[src/rtl/cnn_layer_accel_input_sequencer.sv]
// Input sequencer for cnn_layer_accel_octo: pulses new_map, streams the generated
// per-column sequence table, then forwards a fixed number of upstream pixels.
module cnn_layer_accel_input_sequencer #(
   parameter int C_PIXEL_WIDTH    = 16,
   parameter int C_SEQ_DATA_WIDTH = 13,
   parameter int C_CNT_WIDTH      = 16
) (
   input  logic                     clk,
   input  logic                     rst_n,
   input  logic                     start,
   input  logic [8:0]               cfg_num_out_cols,
   input  logic [C_CNT_WIDTH-1:0]   cfg_num_pixels,
   output logic                     busy,
   output logic                     done,
   output logic                     new_map,
   input  logic [C_PIXEL_WIDTH-1:0] pix_in,
   input  logic                     pix_in_valid,
   output logic                     pix_in_rdy,
   output logic [C_PIXEL_WIDTH-1:0] datain,
   output logic                     datain_valid,
   output logic                     seq_datain_tag,
   input  logic                     seq_datain_rdy,
   output logic                     pixel_datain_tag,
   input  logic                     pixel_datain_rdy
);

   localparam logic [2:0] ST_IDLE   = 3'd0;
   localparam logic [2:0] ST_NEWMAP = 3'd1;
   localparam logic [2:0] ST_GAP    = 3'd2;
   localparam logic [2:0] ST_SEQ    = 3'd3;
   localparam logic [2:0] ST_PIX    = 3'd4;
   localparam logic [2:0] ST_DONE   = 3'd5;

   logic [2:0]               r_state;
   logic [8:0]               r_last_g;
   logic [9:0]               r_g;
   logic [2:0]               r_w;
   logic [C_CNT_WIDTH-1:0]   r_rem_accept;
   logic [C_PIXEL_WIDTH-1:0] r_pix_data;
   logic                     r_pix_valid;

   logic                        w_rm;
   logic                        w_rst;
   logic                        w_p;
   logic [9:0]                  w_seq_field;
   logic [C_SEQ_DATA_WIDTH-1:0] w_seq_word;
   logic                        w_seq_last;
   logic                        w_pix_accept;
   logic                        w_pix_xfer;

   // Word layout {RM, RST, P, SEQ[9:0]}; SEQ math is 10-bit and wraps naturally.
   // NOTE: every signal gets a default at the top of always_comb so no path can infer a latch.
   always_comb begin
      w_rm        = 1'b0;
      w_rst       = 1'b0;
      w_p         = 1'b0;
      w_seq_field = r_g;
      case (r_w)
         3'd0: begin
            w_rst = 1'b1;
            w_p   = ~r_g[0];
         end
         3'd1: begin
            w_p         = r_g[0];
            w_seq_field = {r_g[9:1], 1'b0} + 10'd2;
         end
         3'd2:    w_seq_field = r_g + 10'd512;
         3'd3:    w_seq_field = r_g + 10'd513;
         default: begin
            w_rm        = 1'b1;
            w_seq_field = r_g + 10'd514;
         end
      endcase
   end

   assign w_seq_word   = {w_rm, w_rst, w_p, w_seq_field};
   assign w_seq_last   = (r_g == {1'b0, r_last_g}) && (r_w == 3'd4);
   assign w_pix_xfer   = r_pix_valid && pixel_datain_rdy;
   assign pix_in_rdy   = (r_state == ST_PIX) && (r_rem_accept != '0) &&
                         (!r_pix_valid || pixel_datain_rdy);
   assign w_pix_accept = pix_in_valid && pix_in_rdy;

   assign busy             = (r_state != ST_IDLE);
   assign done             = (r_state == ST_DONE);
   assign new_map          = (r_state == ST_NEWMAP);
   assign seq_datain_tag   = (r_state == ST_SEQ);
   assign pixel_datain_tag = (r_state == ST_PIX);
   assign datain_valid     = (r_state == ST_SEQ) || ((r_state == ST_PIX) && r_pix_valid);
   assign datain           = (r_state == ST_SEQ) ? C_PIXEL_WIDTH'(w_seq_word) :
                             (r_state == ST_PIX) ? r_pix_data : '0;

   // NOTE: state registers use non-blocking assignments so every flop samples pre-edge values.
   always_ff @(posedge clk or negedge rst_n) begin
      if (!rst_n) begin
         r_state      <= ST_IDLE;
         r_last_g     <= '0;
         r_g          <= '0;
         r_w          <= '0;
         r_rem_accept <= '0;
         r_pix_data   <= '0;
         r_pix_valid  <= 1'b0;
      end else begin
         case (r_state)
            ST_IDLE: begin
               if (start) begin
                  r_state      <= ST_NEWMAP;
                  r_last_g     <= cfg_num_out_cols;
                  r_rem_accept <= cfg_num_pixels;
                  r_g          <= '0;
                  r_w          <= '0;
                  r_pix_valid  <= 1'b0;
               end
            end
            ST_NEWMAP: r_state <= ST_GAP;
            ST_GAP:    r_state <= ST_SEQ;
            ST_SEQ: begin
               if (seq_datain_rdy) begin
                  if (w_seq_last) begin
                     r_state <= ST_PIX;
                  end else if (r_w == 3'd4) begin
                     r_w <= '0;
                     r_g <= r_g + 10'd1;
                  end else begin
                     r_w <= r_w + 3'd1;
                  end
               end
            end
            ST_PIX: begin
               if (w_pix_accept) begin
                  r_pix_data   <= pix_in;
                  r_pix_valid  <= 1'b1;
                  r_rem_accept <= r_rem_accept - 1'b1;
               end else if (w_pix_xfer) begin
                  r_pix_valid <= 1'b0;
               end
               // With nothing left to accept, the register holds the final pixel.
               if (w_pix_xfer && (r_rem_accept == '0)) begin
                  r_state <= ST_DONE;
               end
            end
            ST_DONE: r_state <= ST_IDLE;
            default: r_state <= ST_IDLE;
         endcase
      end
   end

endmodule

[config.mk]
export PLATFORM = sky130hd
export DESIGN_NAME = cnn_layer_accel_input_sequencer
export DESIGN_NICKNAME = d
export VERILOG_FILES = /design/src/rtl/cnn_layer_accel_input_sequencer.sv
export SDC_FILE = /design/constraint.sdc
export NUM_CORES = 1
export LEC_CHECK = 0
export BUFFER_PORTS_ARGS = -buffer_cell sky130_fd_sc_hd__buf_2
export CAP_MARGIN = 20
export CORE_UTILIZATION = 30
export DETAILED_ROUTE_END_ITERATION = 8
export PLACE_DENSITY = 0.54
export SLEW_MARGIN = 20
export SYNTH_ARGS = -nofsm -noshare
export SYNTH_HDL_FRONTEND = slang
export SYNTH_SLANG_ARGS = --single-unit
[constraint.sdc]
create_clock -name clk -period 2.9 [get_ports clk]
set_input_delay 0.145 -clock clk [delete_from_list [all_inputs] [get_ports clk]]
set_output_delay 0.145 -clock clk [all_outputs]
set_load 0.05 [all_outputs]
==> Word level (Yosys, flattened, before mapping) <==
Index checks and enable logic that the tools add are counted.
{ "totals": {"elab_cells": 86, "register_bits": 58, "in_bits": 47} }
{ "classes": {"mux": 28, "reduce_logical": 25, "n_eq_ne": 18, "addsub": 7, "bitwise": 1} }
{ "ops": {"columns": ["operator", "n"], "rows": [
  ["16-bit two-way mux", 4],
  ["10-bit two-way mux", 4],
  ["10-bit one-hot mux with 4 select lines", 1],
  ["16-bit one-hot mux with 2 select lines", 1],
  ["10-bit adder (second input constant)", 3],
  ["3-bit two-way mux", 8],
  ["10-bit one-hot mux with 2 select lines", 1],
  ["16-bit logical NOT", 1],
  ["16-bit nonzero test", 1],
  ["16-bit by 1-bit subtractor with 16-bit output (second input constant)", 1],
  ["3-bit one-hot mux with 5 select lines", 1],
  ["3-bit by 2-bit == test with 1-bit output (second input constant)", 4],
  ["10-bit by 1-bit adder with 10-bit output (second input constant)", 1],
  ["10-bit by 2-bit adder with 10-bit output (second input constant)", 1],
  ["10-bit by 9-bit == test with 1-bit output", 1],
  ["2-bit by 1-bit != test with 1-bit output (second input constant)", 5],
  ["3-bit == test (second input constant)", 3],
  ["4-bit AND reduction", 2],
  ["1-bit logical AND", 7],
  ["3-bit by 1-bit == test with 1-bit output (second input constant)", 2],
  ["3-bit logical NOT", 2],
  ["3-bit one-hot mux with 2 select lines", 1],
  ["3-bit AND reduction", 2],
  ["1-bit two-way mux", 5],
  ["other kinds (12)", 17]
]} }

==> Depth between registers and ports, before layout <==
{ "depth": {"depth_word": 6, "ltp_mapped": 10, "depth_no_buf": 7} }

==> Worst setup path before layout <==
OpenSTA, ideal clock, no wires.
{ "synth_path": {"path_kind": "reg2out", "start": "register r_g[3]", "end": "output port datain[8]", "path_buffers": 1, "arrival_time_ps": 3069, "setup_slack_ps": -314, "stages_incl_launch_ff": 7, "cell_sequence": "dfrtp_1 -> clkbuf_1 -> nand3_1 -> or2_2 -> nor2_1 -> xnor2_1 -> o311ai_0"} }
{ "synth_between": {"elab_chain_len": 3, "elab_cells_between_ends": 6, "classes_between": "add/sub: 4; mux: 2"} }
{ "synth_lines": {"columns": ["item", "line", "rtl"], "rows": [
  ["from (decl)", "36", "logic [9:0] r_g;"],
  ["from (signal assigned)", "122", "r_g <= r_g + 10'd1;"],
  ["10-bit adder, or another cell as far along", "71", "w_seq_field = r_g + 10'd514;"],
  ["10-bit one-hot mux with 4 select lines *", "58", "case (r_w)"],
  ["16-bit two-way mux *", "89", "assign datain = (r_state == ST_SEQ) ? C_PIXEL_WIDTH'(w_seq_word) :"],
  ["to (decl)", "19", "output logic [C_PIXEL_WIDTH-1:0] datain,"]
]} }
Every way passes the cells marked *; elsewhere a longest branch is shown, timed or not.

==> Final worst setup path <==
{ "layout_path": {"start": "register r_w[2]", "end": "output port datain[8]"} }
{ "layout_between": {"elab_chain_len": 3, "elab_cells_between_ends": 6, "classes_between": "eq/ne: 3; mux: 2; reduce/logical: 1"} }
{ "layout_lines": {"columns": ["item", "line", "rtl"], "rows": [
  ["from (decl)", "37", "logic [2:0] r_w;"],
  ["from (signal assigned)", "124", "r_w <= r_w + 3'd1;"],
  ["3-bit by 2-bit == test with 1-bit output, or another cell as far along", "58", null],
  ["10-bit one-hot mux with 4 select lines *", "58", null],
  ["16-bit two-way mux *", "89", null]
]} }
Marked as above.

==> reports/results.tsv <==
stage	metric	value	unit
outcome	status	finished clean	
setup_path	CP arrival	2.58	ns
clock_network	CTS resizes	0	
global_route	met3 Track Usage GR	0.0537	
clock_network	H-tree levels	3	
power	internal power	1990	uW
finish	share of post-route cells with drive strength above 1	0.258	
clock_network	Post-CTS Setup Inserts	0	
setup_path	Startpoint Class	flip-flop	
power	Seq pwr share	0.310	
global_route	largest net degree at the start of global routing	39	
detailed_routing	DR WL/cell	16.0	microns
min_path	worst hold path depth	3	
power	Switch Pwr	1170	uW
power	Sw Ratio	0.371	
floorplan	core area	12100	sq um
finish	Design Area, Final	4590	sq um
sta	worst slew pin tran	0.604	ns
floorplan	Die Span Y	114	microns
placement	post-place instance area	4260	sq um
sta	Fin. Hold Viols	0	
clock_network	Clock transition at path regs	0.05	ns
detailed_routing	vias per cell	5.30	
logic_synthesis	Seq cells post-synth	58	
floorplan	Die ar.	12900	sq um
finish	final cell count without fillers	665	
setup_path	critical path fanouts, max	13	
logic_synthesis	mean area per synthesized cell	8.74	sq um
min_path	worst hold path class	input pin to flip-flop	
global_route	met1 usage	0.224	
sta	fin. max-slew vios	0	
setup_path	CP endpoint kind	output port	
floorplan	std cell rows	40	
clock_network	CTS buffer count	9	
sta	Fin Setup TNS	0	ns
global_route	Top Usage Layer GRT	met2	
detailed_routing	final WL	10600	microns
logic_synthesis	Post-Syn Instances	428	
placement	dpl cells	646	
global_route	grt met2 use	0.276	
sta	setup violators final	0	
placement	I/O Buffers	69	
clock_network	clock root cell	clkbuf_16	
logic_synthesis	ys flop type	dfrtp_1	
detailed_routing	via count	3524	
sta	post-layout min period	2.72	ns
logic_synthesis	Syn. warnings	0	
logic_synthesis	post-synth cell types	61	
detailed_routing	Iter 0 DRT Violations	298	
global_route	total grt overflow	0	
power	Clk network pwr share	0.361	
sta	crit share post-route	0.939	
placement	routability-driven placement congestion ratio	0.888	
finish	# nets final	547	
global_route	vias in the first global route	3569	
clock_network	CTS sink cnt	58	
sta	Fin Clk Skew	0.00702	ns
global_route	first-pass GRT wire length	17700	microns
sta	Max-Slew Margin vs Limit	0.597	
detailed_routing	First-pass DRT Iterations	4	
setup_path	Crit Path Class	flip-flop to output port	
power	VDD IR-drop max	0.233	mV
logic_synthesis	Syn Nets	484	
placement	DP HPWL	7710	microns
setup_path	Worst R2R Path Depth	7	
power	combinational share of power	0.329	
power	Power Dens Cells	689	nW/um^2
finish	Area growth syn-to-layout	22.6	%
job	max-cap violations	0	
setup_path	Required @ worst endpoint	2.76	ns
sta	unrepaired setup endpoints after global routing	false	
detailed_routing	ANT nets after route	0	
clock_network	CTS max path bufs	2	
sta	fmax	0.367	GHz
floorplan	Initial Utilization	0.310	
logic_synthesis	sequential area share after synthesis	0.388	
logic_synthesis	Post-synth EDFFs	0	
global_route	initial antenna violation count	0	
power	total leakage power	0.00209	uW
global_route	Total GRT Usage	0.175	
power	total power	3160	uW
floorplan	Die X	114	microns
clock_network	CTS tree	done	
detailed_routing	Post-route DRC	0	
floorplan	Ports	70	
logic_synthesis	ys async rst share	1.00	
logic_synthesis	Post-Syn Area	3740	sq um
clock_network	cts hold-fix bufs	2	
clock_network	Worst-Skew Late Latency	0.33	ns
-- sequential cells by signal, summed over array words and instances (netlist names) --
signal        cells
r_w               3
r_pix_valid       1
r_last_g          9
r_rem_accept     16
r_g              10
r_state           3
r_pix_data       16
-- cells in the mapped netlist (all sizes together) (7+ instances only) --
master	number	area share
nand2	65	0.065
dfrtp	58	0.39
o21ai	37	0.049
clkbuf	28	0.028
a21oi	27	0.037
nor2	26	0.026
mux2	18	0.063
nor4	12	0.020
inv	11	0.011
ha	9	0.030
nand3	9	0.012
nor3	9	0.012
xor2	9	0.021
a22o	7	0.016
a31oi	7	0.012
and3	7	0.012
-- critical path, stage by stage, from the launching register on --
cell	delay, ns
dfrtp_1	0.50
inv_1	0.19
ha_1	0.23
nor2b_1	0.43
a31oi_1	0.15
a311o_1	0.35
o311ai_1	0.09
buf_2	0.31
-- layout by cell type (no fill, tap or decap), types with 9 or more instances in the layout --
master     Yosys  final
nor2_1        26     26
clkbuf_16      0      9
mux2_2         9      9
mux2_4         9      9
xor2_1         9      9
nor4_1        12     12
a21oi_1       26     26
buf_2          2     69
ha_1           9      9
nand3_1        9      9
o21ai_0       37     37
nor3_1         9      9
dfrtp_1       58     58
buf_4          0     13
inv_1         10     10
nand2_1       65     65
-- final timing paths --
check | start | endpoint | slack, ns
worst max register to register | r_rem_accept[0]$_DFFE_PN0P_ | r_rem_accept[12]$_DFFE_PN0P_ | 0.59
worst min register to register | r_last_g[2]$_DFFE_PN0P_ | r_last_g[2]$_DFFE_PN0P_ | 0.50
min in group asynchronous | rst_n | r_last_g[6]$_DFFE_PN0P_ | 0.32
worst max-delay path | r_w[2]$_DFFE_PN0P_ | datain[8] | 0.18
max in group asynchronous | rst_n | r_rem_accept[6]$_DFFE_PN0P_ | 1.67
worst min-delay path | cfg_num_out_cols[2] | r_last_g[2]$_DFFE_PN0P_ | 0.008
-- power by group through the flow --
stage          Combinational, uW  Clock, uW  Sequential [uW]
4_1_cts                     1030       1160              980
3_5_place_dp                1030          0              994
2_1_floorplan                742          0              967
6_report                    1040       1140              981
3_3_place_gp                1020          0              990
5_1_grt                     1130       1200              995
-- through the flow --
step / setup slack, ns / hold WS (ns) / utilization
final: 0.176 / 0.00757 / 0.380
after global routing: 0.0370 / 0.00944 / 0.380
after CTS: 0.220 / 0.00359 / 0.380
after detailed placement: 0.573 / 0.150 / 0.353
after global placement: 0.630 / 0.142 / 0.353
after floorplan: 0.193 / -0.151 / -
-- cell type report --
type / count / area (sq um)
Fill cell: 1229 / 7470
Multi-Input combinational cell: 326 / 2110
Sequential cell: 58 / 1450
Timing Repair Buffer: 84 / 463
Clock buffer: 11 / 233
Tap cell: 168 / 210
Clock inverter: 5 / 78.8
Inverter: 12 / 45.0
Antenna cell: 1 / 2.50
-- layer usage --
layer / part of all wire / wire (microns)
met1: 0.45 / 4810
met2: 0.47 / 5020
met3: 0.057 / 601
met4: 0.017 / 180
met5: 0 / 0
-- cell families (layout without fill, tap and decap cells) --
kind of cell / Yosys count / count (layout) / synth area share
and+or+nand+nor: 160 / 160 / 0.214
AOI/OAI and AO/OA: 123 / 123 / 0.215
DFF: 58 / 58 / 0.388
buffers and inverters: 44 / 112 / 0.0512
muxes: 23 / 23 / 0.0766
xor gates and xnor gates: 11 / 11 / 0.0257
adders and majority gates: 9 / 9 / 0.0301
other: 0 / 1 / 0
Note: power is estimated with default switching activity, not from simulation.
